<file path="src/rtl/id_hazard_unit_pkg.sv">
// Shared constants and width helpers for the decode-stage operand hazard unit.
package id_hazard_unit_pkg;

  localparam int FWD_SEL_RF       = 0;
  localparam int MC_CNT_WIDTH_DEF = 6;

  // Forward-select encoding: 0 = register file, k+1 = stage k.
  function automatic int sel_width(input int num_stages);
    return $clog2(num_stages + 1);
  endfunction

  // Record "ready stage" field holds a stage index in [0, num_stages-1].
  function automatic int rdy_width(input int num_stages);
    return (num_stages > 1) ? $clog2(num_stages) : 1;
  endfunction

endpackage

</file>
<file path="src/rtl/id_hazard_unit_fwd_port_mux.sv">
// Priority match over the in-flight records plus operand mux for one decode read port.
module fwd_port_mux
  import id_hazard_unit_pkg::*;
#(
  parameter int DATA_WIDTH     = 32,
  parameter int REG_ADDR_WIDTH = 5,
  parameter int NUM_STAGES     = 3,
  parameter int RDY_W          = 2,
  parameter int SEL_W          = 2
) (
  input  logic [NUM_STAGES-1:0]                stg_valid,
  input  logic [NUM_STAGES*REG_ADDR_WIDTH-1:0] stg_waddr,
  input  logic [NUM_STAGES*RDY_W-1:0]          stg_rdy,
  input  logic [NUM_STAGES*DATA_WIDTH-1:0]     stg_data,
  input  logic [REG_ADDR_WIDTH-1:0]            raddr,
  input  logic                                 ruse,
  input  logic [DATA_WIDTH-1:0]                rdata,
  output logic [DATA_WIDTH-1:0]                op,
  output logic [SEL_W-1:0]                     sel,
  output logic                                 hazard
);

  // Walk oldest to youngest so the lowest-index match has the final word.
  always_comb begin
    op     = rdata;
    sel    = SEL_W'(FWD_SEL_RF);
    hazard = 1'b0;
    for (int k = NUM_STAGES - 1; k >= 0; k--) begin
      if (stg_valid[k] && (stg_waddr[k*REG_ADDR_WIDTH +: REG_ADDR_WIDTH] == raddr) &&
          (raddr != '0) && ruse) begin
        if (RDY_W'(k) >= stg_rdy[k*RDY_W +: RDY_W]) begin
          op     = stg_data[k*DATA_WIDTH +: DATA_WIDTH];
          sel    = SEL_W'(k + 1);
          hazard = 1'b0;
        end else begin
          op     = rdata;
          sel    = SEL_W'(FWD_SEL_RF);
          hazard = 1'b1;
        end
      end else begin
        op     = op;
        sel    = sel;
        hazard = hazard;
      end
    end
  end

endmodule

</file>
<file path="src/rtl/id_hazard_unit.sv">
// Decode-stage operand hazard unit: shadow record pipeline, N-port forwarding,
// load-use stall and multi-cycle issue hold.
module id_hazard_unit
  import id_hazard_unit_pkg::*;
#(
  parameter int DATA_WIDTH       = 32,
  parameter int REG_ADDR_WIDTH   = 5,
  parameter int NUM_RD_PORTS     = 2,
  parameter int NUM_STAGES       = 3,
  parameter int LOAD_READY_STAGE = 2,
  parameter int MC_CNT_WIDTH     = MC_CNT_WIDTH_DEF,
  localparam int SEL_W           = sel_width(NUM_STAGES)
) (
  input  logic                                   clk,
  input  logic                                   rst_n,
  input  logic                                   id_valid_i,
  input  logic [NUM_RD_PORTS*REG_ADDR_WIDTH-1:0] id_raddr_i,
  input  logic [NUM_RD_PORTS-1:0]                id_ruse_i,
  input  logic [NUM_RD_PORTS*DATA_WIDTH-1:0]     id_rdata_i,
  input  logic                                   id_wr_i,
  input  logic [REG_ADDR_WIDTH-1:0]              id_waddr_i,
  input  logic                                   id_load_i,
  input  logic                                   id_mc_i,
  input  logic [MC_CNT_WIDTH-1:0]                id_mc_cycles_i,
  input  logic [NUM_STAGES*DATA_WIDTH-1:0]       stg_data_i,
  input  logic                                   flush_i,
  output logic [NUM_RD_PORTS*DATA_WIDTH-1:0]     op_o,
  output logic [NUM_RD_PORTS*SEL_W-1:0]          fwd_sel_o,
  output logic                                   stall_o,
  output logic                                   busy_o,
  output logic                                   issue_o,
  output logic [NUM_STAGES-1:0]                  stg_valid_o
);

  localparam int RDY_W = rdy_width(NUM_STAGES);

  logic [NUM_STAGES-1:0]                valid_r;
  logic [NUM_STAGES*REG_ADDR_WIDTH-1:0] waddr_r;
  logic [NUM_STAGES*RDY_W-1:0]          rdy_r;
  logic [MC_CNT_WIDTH-1:0]              mc_cnt_r;
  logic [MC_CNT_WIDTH-1:0]              mc_cnt_nxt_s;
  logic [NUM_RD_PORTS-1:0]              hazard_s;
  logic                                 push_s;
  logic                                 shift_s;
  logic [RDY_W-1:0]                     new_rdy_s;

  for (genvar p = 0; p < NUM_RD_PORTS; p++) begin : g_port
    fwd_port_mux #(
      .DATA_WIDTH    (DATA_WIDTH),
      .REG_ADDR_WIDTH(REG_ADDR_WIDTH),
      .NUM_STAGES    (NUM_STAGES),
      .RDY_W         (RDY_W),
      .SEL_W         (SEL_W)
    ) u_mux (
      .stg_valid(valid_r),
      .stg_waddr(waddr_r),
      .stg_rdy  (rdy_r),
      .stg_data (stg_data_i),
      .raddr    (id_raddr_i[p*REG_ADDR_WIDTH +: REG_ADDR_WIDTH]),
      .ruse     (id_ruse_i[p]),
      .rdata    (id_rdata_i[p*DATA_WIDTH +: DATA_WIDTH]),
      .op       (op_o[p*DATA_WIDTH +: DATA_WIDTH]),
      .sel      (fwd_sel_o[p*SEL_W +: SEL_W]),
      .hazard   (hazard_s[p])
    );
  end

  assign busy_o      = (mc_cnt_r != '0);
  assign stall_o     = id_valid_i & (|hazard_s);
  assign issue_o     = id_valid_i & ~stall_o & ~busy_o;
  assign stg_valid_o = valid_r;

  // Flush overrides the hold so older records keep draining.
  assign push_s    = issue_o & id_wr_i & (id_waddr_i != '0) & ~flush_i;
  assign shift_s   = ~busy_o | flush_i;
  assign new_rdy_s = id_load_i ? RDY_W'(LOAD_READY_STAGE) : RDY_W'(0);

  // Record pipeline: shift when not held, new record (or bubble) enters stage 0.
  always_ff @(posedge clk or negedge rst_n) begin
    if (!rst_n) begin
      valid_r <= '0;
      waddr_r <= '0;
      rdy_r   <= '0;
    end else if (shift_s) begin
      for (int k = NUM_STAGES - 1; k >= 1; k--) begin
        valid_r[k]                                 <= valid_r[k-1];
        waddr_r[k*REG_ADDR_WIDTH +: REG_ADDR_WIDTH] <= waddr_r[(k-1)*REG_ADDR_WIDTH +: REG_ADDR_WIDTH];
        rdy_r[k*RDY_W +: RDY_W]                     <= rdy_r[(k-1)*RDY_W +: RDY_W];
      end
      valid_r[0]                <= push_s;
      waddr_r[0 +: REG_ADDR_WIDTH] <= id_waddr_i;
      rdy_r[0 +: RDY_W]         <= new_rdy_s;
    end
  end

  // Multi-cycle counter: load N-1 on issue, count down while busy, clear on flush.
  always_comb begin
    mc_cnt_nxt_s = mc_cnt_r;
    if (flush_i) begin
      mc_cnt_nxt_s = '0;
    end else if (busy_o) begin
      mc_cnt_nxt_s = mc_cnt_r - MC_CNT_WIDTH'(1);
    end else if (issue_o && id_mc_i && (id_mc_cycles_i > MC_CNT_WIDTH'(1))) begin
      mc_cnt_nxt_s = id_mc_cycles_i - MC_CNT_WIDTH'(1);
    end else begin
      mc_cnt_nxt_s = mc_cnt_r;
    end
  end

  // Counter register.
  always_ff @(posedge clk or negedge rst_n) begin
    if (!rst_n) begin
      mc_cnt_r <= '0;
    end else begin
      mc_cnt_r <= mc_cnt_nxt_s;
    end
  end

endmodule

</file>
<file path="config.mk">
export PLATFORM = sky130hd
export DESIGN_NAME = id_hazard_unit
export DESIGN_NICKNAME = d
export VERILOG_FILES = /design/src/rtl/id_hazard_unit_pkg.sv /design/src/rtl/id_hazard_unit_fwd_port_mux.sv /design/src/rtl/id_hazard_unit.sv
export SDC_FILE = /design/constraint.sdc
export NUM_CORES = 1
export LEC_CHECK = 0
export ABC_AREA = 1
export BUFFER_PORTS_ARGS = -buffer_cell sky130_fd_sc_hd__buf_4
export CAP_MARGIN = 10
export CORE_ASPECT_RATIO = 1.4
export CORE_MARGIN = 1.5
export CORE_UTILIZATION = 46
export DETAILED_ROUTE_END_ITERATION = 12
export GPL_ROUTABILITY_DRIVEN = 0
export PLACE_DENSITY = 0.82
export RECOVER_POWER = 25
export SETUP_SLACK_MARGIN = 0.2
export SLEW_MARGIN = 40
export SYNTH_ARGS = -nofsm -noshare
export SYNTH_HDL_FRONTEND = slang
export SYNTH_SLANG_ARGS = --single-unit
export TNS_END_PERCENT = 30
</file>
<file path="constraint.sdc">
create_clock -name clk -period 2.8 [get_ports clk]
set_clock_uncertainty 0.2 [all_clocks]
set_input_delay 0.14 -clock clk [delete_from_list [all_inputs] [get_ports clk]]
set_output_delay 0.14 -clock clk [all_outputs]
set_load 0.005 [all_outputs]
</file>
### Word-level counts from Yosys, hierarchy flattened

Index checks and enable logic that the tools add are counted.

| storage, ports and cells | value |
|---|---|
| flip-flop bits (word level) | 30 |
| bits in latches | 0 |
| bits in writable memories | 0 |
| ROM bits | 0 |
| output and inout bits | 74 |
| word-level logic and storage cells | 86 |
| memories | 0 |

| operators by class | value |
|---|---|
| $add $sub $neg | 2 |
| $mul | 0 |
| divide/modulo/power cells | 0 |
| magnitude comparators | 4 |
| equal/unequal tests | 6 |
| shift operators | 0 |
| multiplexer cells | 34 |
| bitwise gates (word level) | 10 |
| reduce and logical (&&, ||, !) cells | 26 |

Operators with widths:

| kind | number |
|---|---|
| $mux W32 | 12 |
| $eq A5 B5 Y1 | 6 |
| $logic_and A1 B1 Y1 | 20 |
| $mux W2 | 9 |
| $mux W6 | 3 |
| $reduce_bool A5 Y1 | 3 |
| $sub A6 B1 Y6 const B | 2 |
| $mux W1 | 10 |
| $and A1 B1 Y1 | 6 |
| $gt A6 B1 Y1 const B | 1 |
| $reduce_bool A6 Y1 | 1 |
| $ge A1 B2 Y1 const A | 2 |
| $not A1 Y1 | 3 |
| $reduce_bool A3 Y1 | 1 |
| $ge A2 B2 Y1 const A | 1 |
| $reduce_or A2 Y1 | 1 |
| $or A1 B1 Y1 | 1 |

### Depth between registers and ports, before layout

| depth | value |
|---|---|
| word-level depth | 17 |
| gate-level depth with buffers | 15 |
| depth with buffers taken out | 14 |

### Cells and area by module

From an unflattened synthesis, not the netlist that was laid out.

| unflattened totals | value |
|---|---|
| cells, all modules | 1377 |
| area, all modules | 7005.5 sq um |

Modules (own cells, without submodules):

| module | instances | cells an instance | area each (sq um) | sequential area each (sq um) |
|---|---|---|---|---|
| fwd_port_mux | 2 | 596 | 2783.9 | 0.0 |
| id_hazard_unit | 1 | 185 | 1437.6 | 675.6 |

### Worst setup path after synthesis

Ideal clock, no wire load.

| timing | value |
|---|---|
| path kind | reg2reg |
| start point | register mc_cnt_r[0] |
| end point | register valid_r[2] (netlist: stg_valid_o[2]) |
| setup time | 0.125 ns |
| data arrival time | 1.670 ns |
| required time | 2.475 ns |
| setup slack | 0.805 ns |
| stages on the path, launching flop included | 9 |
| path buffers | 1 |
| clock period less this slack | 1.995 ns |
| path through | dfrtp_1 -> inv_1 -> ha_1 -> inv_1 -> nor3_1 -> nand2_1 -> nand2_1 -> buf_4 -> mux2_2 |

| between the ends | value |
|---|---|
| longest elaborated chain between the ends | 3 |

RTL lines:

| what | RTL line | RTL |
|---|---|---|
| from (decl) | id_hazard_unit.sv:40 | `logic [MC_CNT_WIDTH-1:0] mc_cnt_r;` |
| from (signal assigned) | id_hazard_unit.sv:115 | `mc_cnt_r <= mc_cnt_nxt_s;` |
| $reduce_bool A6 Y1 | id_hazard_unit.sv:68 | `assign busy_o = (mc_cnt_r != '0);` |
| named net busy_o | id_hazard_unit.sv:30 | `output logic busy_o,` |
| $not A1 Y1 | id_hazard_unit.sv:75 | `assign shift_s = ~busy_o \| flush_i;` |
| $or A1 B1 Y1 | id_hazard_unit.sv:75 |  |
| to (signal, indexed assignment) | id_hazard_unit.sv:86 | `valid_r[k] <= valid_r[k-1];` |
| to (decl) | id_hazard_unit.sv:37 | `logic [NUM_STAGES-1:0] valid_r;` |

The timed path passes the listed nets, and every way through them passes these cells.
A chain may end at the register's enable or synchronous reset.

### Worst setup path in the final report

| timing | value |
|---|---|
| start point | register valid_r[2] (netlist: stg_valid_o[2]) |
| end point | output port op_o[13] |

| between the ends | value |
|---|---|
| longest elaborated chain between the ends | 6 |

RTL lines:

| what | RTL line | RTL |
|---|---|---|
| $logic_and A1 B1 Y1 (2 in series) | id_hazard_unit_fwd_port_mux.sv:29 | `if (stg_valid[k] && (stg_waddr[k*REG_ADDR_WIDTH +: REG_ADDR_WIDTH] == raddr) &&` |
| $logic_and A1 B1 Y1 | id_hazard_unit_fwd_port_mux.sv:30 | `(raddr != '0) && ruse) begin` |
| $mux W32 (3 in series) | id_hazard_unit_fwd_port_mux.sv:29 |  |
| to (decl) | id_hazard_unit.sv:27 | `output logic [NUM_RD_PORTS*DATA_WIDTH-1:0] op_o,` |

No other way between the ends.

==> impl_metrics.env <==
export IMPL_synth_seq_cells=26
export IMPL_wl_met1_um=7860
export IMPL_synth_edf_count=0
export IMPL_diodes=0
export IMPL_hold_violations=0
export IMPL_cts_buffers_inserted=3
export IMPL_post_route_min_period_ns=2.52
export IMPL_vias=7224
export IMPL_clock_sinks=26
export IMPL_cap_viol_max_count=0
export IMPL_pwr_share_comb_pct=66.8
export IMPL_synth_flop_cell="dfrtp_1"
export IMPL_dpl_hpwl_um=15600
export IMPL_synthToLayoutAreaGrowth_pct=47.2
export IMPL_antenna_found_initial=1
export IMPL_synth_area_leaders="nand2_1 (35%), dfrtp_1 (13%), nor2_1 (12%), nand3_1 (7.3%), inv_1 (6.9%)"
export IMPL_final_antenna_net_count=0
export IMPL_post_route_period_util_pct=89.9
export IMPL_grt_pass1_vias=6421
export IMPL_top_layer_used="met4"
export IMPL_grt_first_pass_wirelength_um=32400
export IMPL_yosys_area_top_type="nand2_1"
export IMPL_overflow=0
export IMPL_synth_top_cell_area_share_pct=35.4
export IMPL_syn_area_per_cell_um2=4.84
export IMPL_crit_required_ns=2.46
export IMPL_status="completed"
export IMPL_synth_cells=1010
export IMPL_syn_area_um2=4880
export IMPL_path_clk_slew_ns=0.07
export IMPL_cp_arrival_ns=2.18
export IMPL_root_buffer="clkbuf_16"
export IMPL_ir_worst_vdd_v=0.000468
export IMPL_grt_max_degree=56
export IMPL_drc=0
export IMPL_power_density_nw_per_um2=449
export IMPL_instances_no_fill=1396
export IMPL_cts_buffer_depth=2
export IMPL_start_util_pct=47.2
export IMPL_grt_usage_pct=35.2
export IMPL_syn_nets=1203
export IMPL_routed_wl_um=20900
export IMPL_fp_dieW_um=90.1
export IMPL_endpoint_kind="output port"
export IMPL_core_um2=10300
export IMPL_dp_cells=1377
export IMPL_pwr_share_seq_pct=22.2
export IMPL_intPower_mw=1.61
export IMPL_worstSetupPathType="reg -> out"
export IMPL_first_iter_violations=496
export IMPL_port_buffers=263
export IMPL_slew_headroom_pct=1.83
export IMPL_rows=44
export IMPL_hold_class="in -> reg"
export IMPL_firstDrtPassIters=5
export IMPL_synth_cell_types=40
export IMPL_routed_wl_met3_um=2160
export IMPL_async_reset_ff_share_pct=100
export IMPL_max_clock_freq_ghz=0.397
export IMPL_power_leakage_nw=4.28
export IMPL_total_power_mw=3.23
export IMPL_finalInstanceArea_um2=7190
export IMPL_insertion_delay_ns=0.26
export IMPL_die_area_um2=11300
export IMPL_finalSetupViolations=0
export IMPL_boundaryPins=264
export IMPL_drive_gt1_share_pct=27.5
export IMPL_p_sw_mw=1.62
export IMPL_rsz0062_at_grt="yes"
export IMPL_avgRoutedWirePerCell_um=15.0
export IMPL_yosysWarnings=0
export IMPL_p_sw_share_pct=50.0
export IMPL_wl_met2_um=10200
export IMPL_chipHeight_um=125
export IMPL_nNetsFinal=1452
export IMPL_vias_per_cell=5.17
export IMPL_tns_ns=0
export IMPL_seq_area_frac_synth_pct=13.3
export IMPL_power_frac_clock_pct=10.9
export IMPL_placed_area_um2=6900
export IMPL_tightest_slew_ns=1.47
export IMPL_slew_viol_final=0
export IMPL_cts_tree="built"
export IMPL_cp_start_kind="flop"
export IMPL_cp_max_fo=10
export IMPL_htree_levels=1
-- cell families after synthesis --
| family | synth area share (%) |
|---|---|
| xor gates and xnor gates | 1.08 |
| and+or+nand+nor | 60.6 |
| muxes | 0.231 |
| DFF | 13.3 |
| AOI/OAI and AO/OA | 10.1 |
| buffers and inverters | 13.8 |
| adders and majority gates | 0.769 |
-- per-layer routing --
layer  track usage (%)  vias up
met5                 0        -
met1              42.6     3181
met3              6.90       62
met4              12.2        0
li1                  -     3580
met2              61.6      401
-- cells in the mapped netlist, types with 4 or more instances --
cell      instances
o21ai_0          46
dfrtp_1          26
buf_1             5
buf_4            12
inv_1            90
clkbuf_1         13
nand2_2          12
nand2_1         460
inv_2            18
nand3_1          71
nor3_1            5
nor2_2           12
xor2_1            5
nand4_1           4
buf_2            15
a21oi_1          33
o22ai_1           4
nor2_1          151
-- cell type report --
type / count / area [um^2]
timing repair buffer: 291 / 2260
multi-input combinational: 828 / 3600
tap: 138 / 173
fill: 997 / 3160
clock buffer: 4 / 88.8
inverter: 109 / 419
sequential: 26 / 651
-- sequential cells by signal, summed over array words and instances (netlist names) --
signal and count:
stg_valid_o 3, rdy_r 2, mc_cnt_r 6, waddr_r 15
-- through the flow --
| stage | hold WS [ns] | utilization, % | worst slack (ns) |
|---|---|---|---|
| after detailed placement | -0.126 | 66.7 | 0.410 |
| after global routing | 0.0412 | 69.5 | 0.176 |
| after floorplan | -0.356 | - | 0.805 |
| after global placement | -0.129 | 66.7 | 0.432 |
| after CTS | 0.00568 | 68.5 | 0.192 |
| final | 0.00296 | 69.5 | 0.283 |
-- final timing paths --
| check | from | to | slack [ns] | depth (start not counted) |
|---|---|---|---|---|
| setup reg to reg | mc_cnt_r[0] | waddr_r[6] | 0.42 | 9 |
| hold reg to reg | waddr_r[2] | waddr_r[7] | 0.31 | 2 |
| max in group asynchronous | rst_n | rdy_r[1] | 0.98 | 2 |
| min in group asynchronous | rst_n | stg_valid_o[1] | 0.56 | 2 |
| setup / recovery | stg_valid_o[2] | op_o[13] | 0.28 | 10 |
| hold / removal | flush_i | mc_cnt_r[0] | 0.003 | 4 |
-- layout by cell type (no fill, tap or decap), types with 2 or more instances in the layout --
cell / instances
nor3_1: 4
clkbuf_4: 3
inv_2: 15
clkbuf_1: 2
a22oi_1: 2
o22ai_1: 4
nand4_1: 4
nand3_1: 70
ha_1: 3
inv_4: 2
dfrtp_1: 26
a21oi_1: 33
xor2_1: 5
nor3_2: 2
buf_12: 3
nand2_1: 458
nand2_2: 14
clkbuf_16: 3
buf_4: 271
nor2_4: 4
inv_1: 90
o21ai_0: 46
nor2_2: 14
buf_8: 2
dlygate4sd3_1: 9
nor2_1: 148
-- critical path, cell delays in order (launching register included) --
cell and delay, ns:
dfrtp_1 0.43, nand2_1 0.08, a21oi_1 0.11, nand3_1 0.11, nor3_2 0.25, nand2_4 0.12, buf_12 0.14, nor2_4 0.32
a21oi_1 0.12, nand2_1 0.11, buf_4 0.11
-- power groups by stage --
stage / Clock, mW / Sequential [mW] / Combinational (mW)
after floorplan: 0 / 0.650 / 1.34
after global placement: 0 / 0.717 / 2.06
after detailed placement: 0 / 0.723 / 2.08
after CTS: 0.356 / 0.718 / 2.11
after global routing: 0.367 / 0.740 / 2.41
final: 0.354 / 0.718 / 2.16
-- repair_timing --
item,CTS,global route
setup buffers,0,5
pin swaps,0,5
setup endpoints to repair,10,69
hold buffers,9,0
hold endpoints to repair,34,0
gates cloned,0,1
gates resized for setup,1,19
No activity file was read; power rests on OpenSTA's default activity.
